**config.mk**
```make
export PLATFORM = sky130hd
export DESIGN_NAME = uart_rx_edge_bit_sampler
export DESIGN_NICKNAME = d
export VERILOG_FILES = /design/src/rtl/uart_rx_edge_bit_sampler.sv
export SDC_FILE = /design/constraint.sdc
export NUM_CORES = 1
export LEC_CHECK = 0
export ABC_AREA = 1
export BUFFER_PORTS_ARGS = -buffer_cell sky130_fd_sc_hd__buf_2
export CORE_UTILIZATION = 28
export CTS_BUF_LIST = sky130_fd_sc_hd__clkbuf_2 sky130_fd_sc_hd__clkbuf_4 sky130_fd_sc_hd__clkbuf_8
export DETAILED_ROUTE_END_ITERATION = 6
export PLACE_DENSITY = 0.45
export RECOVER_POWER = 25
export SETUP_SLACK_MARGIN = 0.5
export SYNTH_ARGS = -nofsm -noshare
export SYNTH_HDL_FRONTEND = slang
export SYNTH_SLANG_ARGS = --single-unit
```
**constraint.sdc**
```tcl
create_clock -name clk -period 1.45 [get_ports clk]
set_input_delay 0.29 -clock clk [delete_from_list [all_inputs] [get_ports clk]]
set_output_delay 0.29 -clock clk [all_outputs]
set_load 0.05 [all_outputs]
```
**src/rtl/uart_rx_edge_bit_sampler.sv**
```systemverilog
// UART receiver timing front end: oversample edge counter, bit counter and
// a 3-point mid-bit majority vote of the serial line.
module uart_rx_edge_bit_sampler #(
   parameter int PRESC_W = 6,
   parameter int EDGE_W  = 5,
   parameter int BIT_W   = 4
) (
   input  logic               clk,
   input  logic               rst,
   input  logic               enable,
   input  logic               dat_samp_en,
   input  logic               RX_IN,
   input  logic [PRESC_W-1:0] Prescale,
   output logic [EDGE_W-1:0]  edge_cnt,
   output logic [BIT_W-1:0]   bit_cnt,
   output logic               sampled_bit,
   output logic               samp_valid,
   output logic               bit_tick
);

   localparam logic [BIT_W-1:0] BIT_MAX = {BIT_W{1'b1}};

   logic [PRESC_W-1:0] presc_q, presc_d;
   logic [EDGE_W-1:0]  edge_q, edge_d;
   logic [BIT_W-1:0]   bit_q, bit_d;
   logic               s0_q, s0_d, s1_q, s1_d;
   logic               samp_q, samp_d;
   logic               valid_q, valid_d;
   logic               tick_q, tick_d;

   logic [PRESC_W-1:0] edge_ext, half;
   logic               presc_legal, wrap, vote_en;

   assign edge_ext    = PRESC_W'(edge_q);
   assign half        = presc_q >> 1;
   assign wrap        = (edge_ext == presc_q - PRESC_W'(1));
   assign vote_en     = enable & dat_samp_en;
   assign presc_legal = (Prescale == PRESC_W'(8)) || (Prescale == PRESC_W'(16)) ||
                        (Prescale == PRESC_W'(32));

   always_comb begin
      presc_d = presc_q;
      edge_d  = edge_q;
      bit_d   = bit_q;
      s0_d    = s0_q;
      s1_d    = s1_q;
      samp_d  = samp_q;
      valid_d = 1'b0;
      tick_d  = 1'b0;

      if (!enable) begin
         // ratio tracks the input only while idle so a frame runs at one rate
         presc_d = presc_legal ? Prescale : PRESC_W'(8);
         edge_d  = '0;
         bit_d   = '0;
      end else if (wrap) begin
         edge_d = '0;
         tick_d = 1'b1;
         if (bit_q != BIT_MAX) bit_d = bit_q + BIT_W'(1);
      end else begin
         edge_d = edge_q + EDGE_W'(1);
      end

      if (vote_en) begin
         if (edge_ext == half - PRESC_W'(2)) s0_d = RX_IN;
         if (edge_ext == half - PRESC_W'(1)) s1_d = RX_IN;
         if (edge_ext == half) begin
            samp_d  = (s0_q & s1_q) | (s0_q & RX_IN) | (s1_q & RX_IN);
            valid_d = 1'b1;
         end
      end
   end

   always_ff @(posedge clk) begin
      if (rst) begin
         presc_q <= PRESC_W'(8);
         edge_q  <= '0;
         bit_q   <= '0;
         s0_q    <= 1'b1;
         s1_q    <= 1'b1;
         samp_q  <= 1'b1;
         valid_q <= 1'b0;
         tick_q  <= 1'b0;
      end else begin
         presc_q <= presc_d;
         edge_q  <= edge_d;
         bit_q   <= bit_d;
         s0_q    <= s0_d;
         s1_q    <= s1_d;
         samp_q  <= samp_d;
         valid_q <= valid_d;
         tick_q  <= tick_d;
      end
   end

   assign edge_cnt    = edge_q;
   assign bit_cnt     = bit_q;
   assign sampled_bit = samp_q;
   assign samp_valid  = valid_q;
   assign bit_tick    = tick_q;

endmodule
```
==> flow_summary.ini, run 1 <==
[cts]
cts_tree = built
cts_num_sinks = 20
postCtsHoldBufs = 0
clkLatencyLatePin_ns = 0.26
clk_pin_slew_ns = 0.08
cts-root-buf = clkbuf_8
numCtsBuffers = 3
cts_max_path_buffers = 2
cts_htree_levels = 1

[routing]
drc = 0
via_per_inst = 4.77
drt_iter0_markers = 41
post_drt_wl_per_cell_um = 13.0
routed_wl_um = 3550
antenna_left = 0
first_pass_iters = 4
via_count = 1302

[worst_setup_path]
cp-end-kind = register
cp_max_fo = 7
reg2reg_depth = 12
start_kind = register
rrSetupSlack_ns = -0.06
r2r_start = presc_q[2]$_SDFFE_PP0N_
worstPathRequired_ns = 1.65
crit_start = presc_q[2]$_SDFFE_PP0N_
worstSetupPathType = register to register
r2r-end = bit_cnt[0]$_SDFFE_PP0P_
crit_end = bit_cnt[0]$_SDFFE_PP0P_
cp.arrival_ns = 1.71

[yosys]
synth_area_leader_cell = dfxtp_1
yosysUniqueCellTypes = 27
synth-xor-area-share = 0.0907
synth-compound-area-share = 0.0718
yosys.area_share.simple = 0.375
syn_area_per_cell_um2 = 6.93
ys_ff_latch = 20
synth_nets = 199
syn_area_um2 = 1250
synth_top_family_by_area = simple AND/OR/NAND/NOR gates
synth-seq-area-share = 0.319
synth-adder-area-share = 0.0698
synthMuxAreaShare = 0
syn_inst = 181
synth.area.top_cells = dfxtp_1 (32%), nand2_1 (11%), nor2_1 (7.8%)
synth_top_cell_area_share = 0.319
ys_warn_count = 0

[timing]
finalMaxSlewViolations = 0
fin_skew_ns = 0.00402
period_minus_slack_ns = 1.51
whs_ns = 0.269
max_freq_ghz = 0.662
finalHoldViolCount = 0
worstMarginPinSlew_ns = 0.382
finalCritPeriodShare = 1.04
relSlewSlack = 0.744
setup_viol = 12
rsz0062_at_grt = yes
setup_slack_ns = -0.0602

[outcome]
violations = negative setup slack
status = finished, violations left

[global_routing]
track_usage = 0.164
grt_max_degree = 12
grt_first_pass_wirelength_um = 5660
grt_overflow = 0
antenna_found_initial = 0
grt_pass1_vias = 1292

[layout]
nNetsFinal = 242
antenna_cells = 0
drive_above_1_share = 0.498
fin_util = 0.486
finalInstanceArea_um2 = 2010
most-common-layout-cells = nand2_1 (30), nor2_1 (19), buf_4 (16), inv_1 (14), nand3_1 (13)
syn_to_final_growth_pct = 60.3
final_common_cell = nand2_1

[placed_design]
dpl.hpwl_um = 2610
gp_congestion = 0.792
numPortBuffers = 22
postPlaceCellArea_um2 = 1630

[job]
cap_violations = 0

[floorplan]
fp.dieW_um = 68.9
io_pins = 23
dieArea_um2 = 4750
initial_core_util = 0.303
core_area_um2 = 4140
die_h_um = 68.9
rows = 23

[power]
p_leak_nw = 0.836
powerDensity_nw_per_um2 = 540
power_mw = 1.09
vdd_ir_drop_max_uv = 390

[min_path]
min_path_type = primary input to register
hp-start = rst
min_path_cells = 2
-- stage by stage --
step                      setup TNS (ns)  cells  setup slack (ns)
final                             -0.539    273           -0.0602
after global routing               -1.87    273            -0.174
after CTS                         -0.571    272           -0.0716
after detailed placement           -1.04    263            -0.118
after global placement            -0.651    263           -0.0794
after floorplan                        0    181            0.0312
-- metal layers --
metal  GRT usage  vias to the layer above  routed length [um]
met3      0.0247                        6                  71
met4      0.0459                        0                  57
met2       0.301                       15                1810
li1            -                      673                   -
met1       0.194                      608                1620
met5           0                        -                   0
-- how the worst min path moves through the flow --
stage,endpoint,slack [ns]
after floorplan,samp_valid$_SDFF_PP0_,0.36
after global placement,sampled_bit$_SDFFE_PP1P_,0.46
after detailed placement,bit_cnt[1]$_SDFFE_PP0P_,0.47
after CTS,samp_valid$_SDFF_PP0_,0.24
after global routing,samp_valid$_SDFF_PP0_,0.28
final,samp_valid$_SDFF_PP0_,0.27
-- critical path, cell delays in order (launching register included) --
cell and delay, ns:
dfxtp_4 0.37, inv_8 0.08, ha_4 0.13, nand2_4 0.08, nand2_4 0.08, nand2_2 0.06
nand3_2 0.06, nand3_2 0.10, nor2_4 0.17, nand3_4 0.12, nand2_2 0.07, nand2_1 0.04
nor2_1 0.09
-- repair_timing --
action,4_1_cts,5_1_grt
buffers inserted,5,1
resized for setup,65,18
endpoints found under the setup margin,28,30
pin swaps,13,10
-- flip-flops by register name, summed over array words and instances (netlist names) --
name	cells
s1_q	1
s0_q	1
presc_q	6
samp_valid	1
bit_tick	1
edge_cnt	5
sampled_bit	1
bit_cnt	4
-- cell type report --
type | instances | area, um^2
clock buffers | 4 | 55.1
fillers | 419 | 2130
inverters | 22 | 101
multi-input cells | 137 | 975
flip-flops and latches | 20 | 447
well taps | 50 | 62.6
repair buffers | 40 | 372
-- power breakdown --
| part | total (mW) | switching (mW) | internal, mW | leakage [nW] |
|---|---|---|---|---|
| clock network | 0.438 | 0.196 | 0.242 | 0.0288 |
| logic | 0.104 | 0.0622 | 0.0414 | 0.636 |
| registers | 0.545 | 0.00922 | 0.536 | 0.171 |
-- kinds of logic (layout without fill, tap and decap cells) --
| family | count (synthesis) | after routing |
|---|---|---|
| and+or+nand+nor | 100 | 100 |
| buffers and inverters | 24 | 66 |
| DFF | 20 | 20 |
| AOI/OAI and AO/OA | 17 | 17 |
| xor gates and xnor gates | 13 | 13 |
| adders and majority gates | 7 | 7 |
-- Yosys cell counts --
library cell  instances
a21oi_1               9
a22oi_1               1
buf_2                 1
clkbuf_2              1
clkinv_1              1
dfxtp_1              20
ha_1                  7
inv_1                18
inv_2                 3
nand2_1              37
nand2_2               3
nand3_1              18
nand3_4               1
nand3b_1              1
nand4_1               5
nor2_1               26
nor2_4                2
nor3_1                2
nor3_2                1
nor3b_1               1
nor4_1                1
o211ai_1              1
o21ai_0               5
o21ai_1               1
or2_2                 2
xnor2_1               6
xor2_1                7
Power figures use the tool's default switching activity.
==> inputs of run 2 (changes only) <==
--- a/config.mk
+++ b/config.mk
@@ -7,11 +7,14 @@
 export LEC_CHECK = 0
 export ABC_AREA = 1
 export BUFFER_PORTS_ARGS = -buffer_cell sky130_fd_sc_hd__buf_2
+export CELL_PAD_IN_SITES_DETAIL_PLACEMENT = 0
+export CELL_PAD_IN_SITES_GLOBAL_PLACEMENT = 1
 export CORE_UTILIZATION = 28
 export CTS_BUF_LIST = sky130_fd_sc_hd__clkbuf_2 sky130_fd_sc_hd__clkbuf_4 sky130_fd_sc_hd__clkbuf_8
 export DETAILED_ROUTE_END_ITERATION = 6
-export PLACE_DENSITY = 0.45
+export PLACE_DENSITY = 0.6
 export RECOVER_POWER = 25
+export REMOVE_ABC_BUFFERS = 1
 export SETUP_SLACK_MARGIN = 0.5
 export SYNTH_ARGS = -nofsm -noshare
 export SYNTH_HDL_FRONTEND = slang
==> flow_summary.ini, run 2 (synthesized netlist as in run 1, its figures left out) <==
[placed_design]
numPortBuffers = 22
gp_congestion = 0.830
dp_slack_ns = -0.206
postPlaceCellArea_um2 = 1540
dpl.hpwl_um = 2650
placedCellCount = 267

[routing]
post_drt_wl_per_cell_um = 13.4
via_count = 1328
routed_wl_um = 3710
first_pass_iters = 5
drt_iter0_markers = 61
via_per_inst = 4.81
drc = 0
antenna_left = 0

[layout]
drive_above_1_share = 0.500
finalInstanceArea_um2 = 2040
nFillCells = 407
antenna_cells = 0
syn_to_final_growth_pct = 62.5
most-common-layout-cells = nand2_1 (30), nor2_1 (22), buf_4 (17), inv_1 (14)
final_common_cell = nand2_1
regMostFlops = presc_q
nNetsFinal = 245
finalNonFillerCells = 276
fin_util = 0.492
largest_register_ffs = 6

[power]
intPower_mw = 0.949
powerDensity_nw_per_um2 = 595
pwr-share-comb = 0.088
vdd_ir_drop_max_uv = 489
p_leak_nw = 0.873
sw_frac_of_total = 0.218
clockPowerShare = 0.465
power_frac_seq = 0.447
p_sw_mw = 0.264

[cts]
cts_htree_levels = 1
postCtsHoldBufs = 0
numCtsBuffers = 3
clk_pin_slew_ns = 0.08
cts_max_path_buffers = 2
cts-root-buf = clkbuf_8
cts_tree = built
clkLatencyLatePin_ns = 0.26
cts_num_sinks = 20

[min_path]
min_path_cells = 2
min_path_type = primary input to register
hp-start = rst
hold_end = samp_valid$_SDFF_PP0_

[worst_setup_path]
r2r-end = s0_q$_SDFFE_PP1P_
crit_slowest_cell = dfxtp_2
crit_chain = inv_4 -> ha_4 -> xnor2_1 -> nor2_1 -> nand3_1 -> nand3b_1 -> a21oi_1 -> o21ai_1
worst-path-buf-inv = 1
cp_top_family = simple AND/OR/NAND/NOR gates
cp.arrival_ns = 1.69
reg2reg_depth = 8
start_kind = register
cp-end-kind = register
worstPathRequired_ns = 1.61
rrSetupSlack_ns = -0.08
max_stage_delay_ns = 0.36
r2r_start = presc_q[3]$_SDFFE_PP1N_
cp.depth = 8
worstSetupPathType = register to register
cp_max_fo = 3

[floorplan]
initial_core_util = 0.303
core_area_um2 = 4140
rows = 23
dieArea_um2 = 4750
io_pins = 23
die_h_um = 68.9
fp.dieW_um = 68.9

[timing]
setup_viol = 11
finalCritPeriodShare = 1.05
whs_ns = 0.243
rsz0062_at_grt = yes
finalMaxSlewViolations = 0
worstMarginPinSlew_ns = 0.363
fin_skew_ns = 0.00616
period_minus_slack_ns = 1.53
finalHoldViolCount = 0
max_freq_ghz = 0.654
setup_slack_ns = -0.0794
relSlewSlack = 0.756

[global_routing]
antenna_found_initial = 0
grt_max_degree = 13
track_usage = 0.177
grt_pass1_vias = 1335
grt_overflow = 0
grt_first_pass_wirelength_um = 6180

[outcome]
status = finished, violations left
violations = negative setup slack

[job]
cap_violations = 0
## run 2: metal layers
layer | share of wire | track usage | vias to the layer above
met3 | 0.039 | 0.0510 | 6
met5 | 0 | 0 | -
met4 | 0.011 | 0.0255 | 0
met1 | 0.44 | 0.201 | 620
met2 | 0.51 | 0.329 | 27
li1 | - | - | 675
## run 2: timing repair
item                                    in CTS  in global routing
hold endpoints to repair                     0                  0
setup buffers                                3                  2
endpoints found under the setup margin      26                 30
resized for setup                           97                 25
gates cloned                                 0                  0
pin swaps                                   22                  6
## run 2: how the worst max path moves through the flow
stage	from	end	slack [ns]
2_1_floorplan	edge_cnt[4]$_SDFF_PP0_	edge_cnt[0]$_SDFF_PP0_	-0.17
3_3_place_gp	presc_q[1]$_SDFFE_PP0N_	s1_q$_SDFFE_PP1P_	-0.26
3_5_place_dp	presc_q[1]$_SDFFE_PP0N_	s1_q$_SDFFE_PP1P_	-0.21
4_1_cts	presc_q[2]$_SDFFE_PP0N_	s0_q$_SDFFE_PP1P_	-0.09
5_1_grt	presc_q[3]$_SDFFE_PP1N_	s0_q$_SDFFE_PP1P_	-0.19
6_report	presc_q[3]$_SDFFE_PP1N_	s0_q$_SDFFE_PP1P_	-0.08
## run 2: cell type report
type                    count  area, um^2  area share
multi-input cells         137         958       0.470
flip-flops and latches     20         447       0.219
repair buffers             43         403       0.198
inverters                  22        97.6      0.0479
well taps                  50        62.6      0.0307
clock buffers               3        41.3      0.0202
clock inverters             1        30.0      0.0147
## run 2: power by group through the flow
stage	Combinational, mW	Clock (mW)	Sequential [mW]
after global placement	0.0876	0	0.571
after detailed placement	0.0888	0	0.571
after floorplan	0.0382	0	0.581
after global routing	0.118	0.611	0.543
after CTS	0.102	0.578	0.552
final	0.106	0.564	0.542
## run 2: worst register-to-register path, delay by kind of cell (launching register included)
kind / cells / cell delay, ns
DFF: 1 / 0.36
and+or+nand+nor: 3 / 0.41
xor gates and xnor gates: 1 / 0.12
buffers and inverters: 1 / 0.06
AOI/OAI and AO/OA: 2 / 0.24
adders and majority gates: 1 / 0.23
## run 2: through the flow
step | power, mW | TNS [ns]
2_1_floorplan | 0.619 | -1.62
5_1_grt | 1.27 | -1.69
4_1_cts | 1.23 | -0.728
6_report | 1.21 | -0.577
3_3_place_gp | 0.659 | -2.04
3_5_place_dp | 0.660 | -2.02
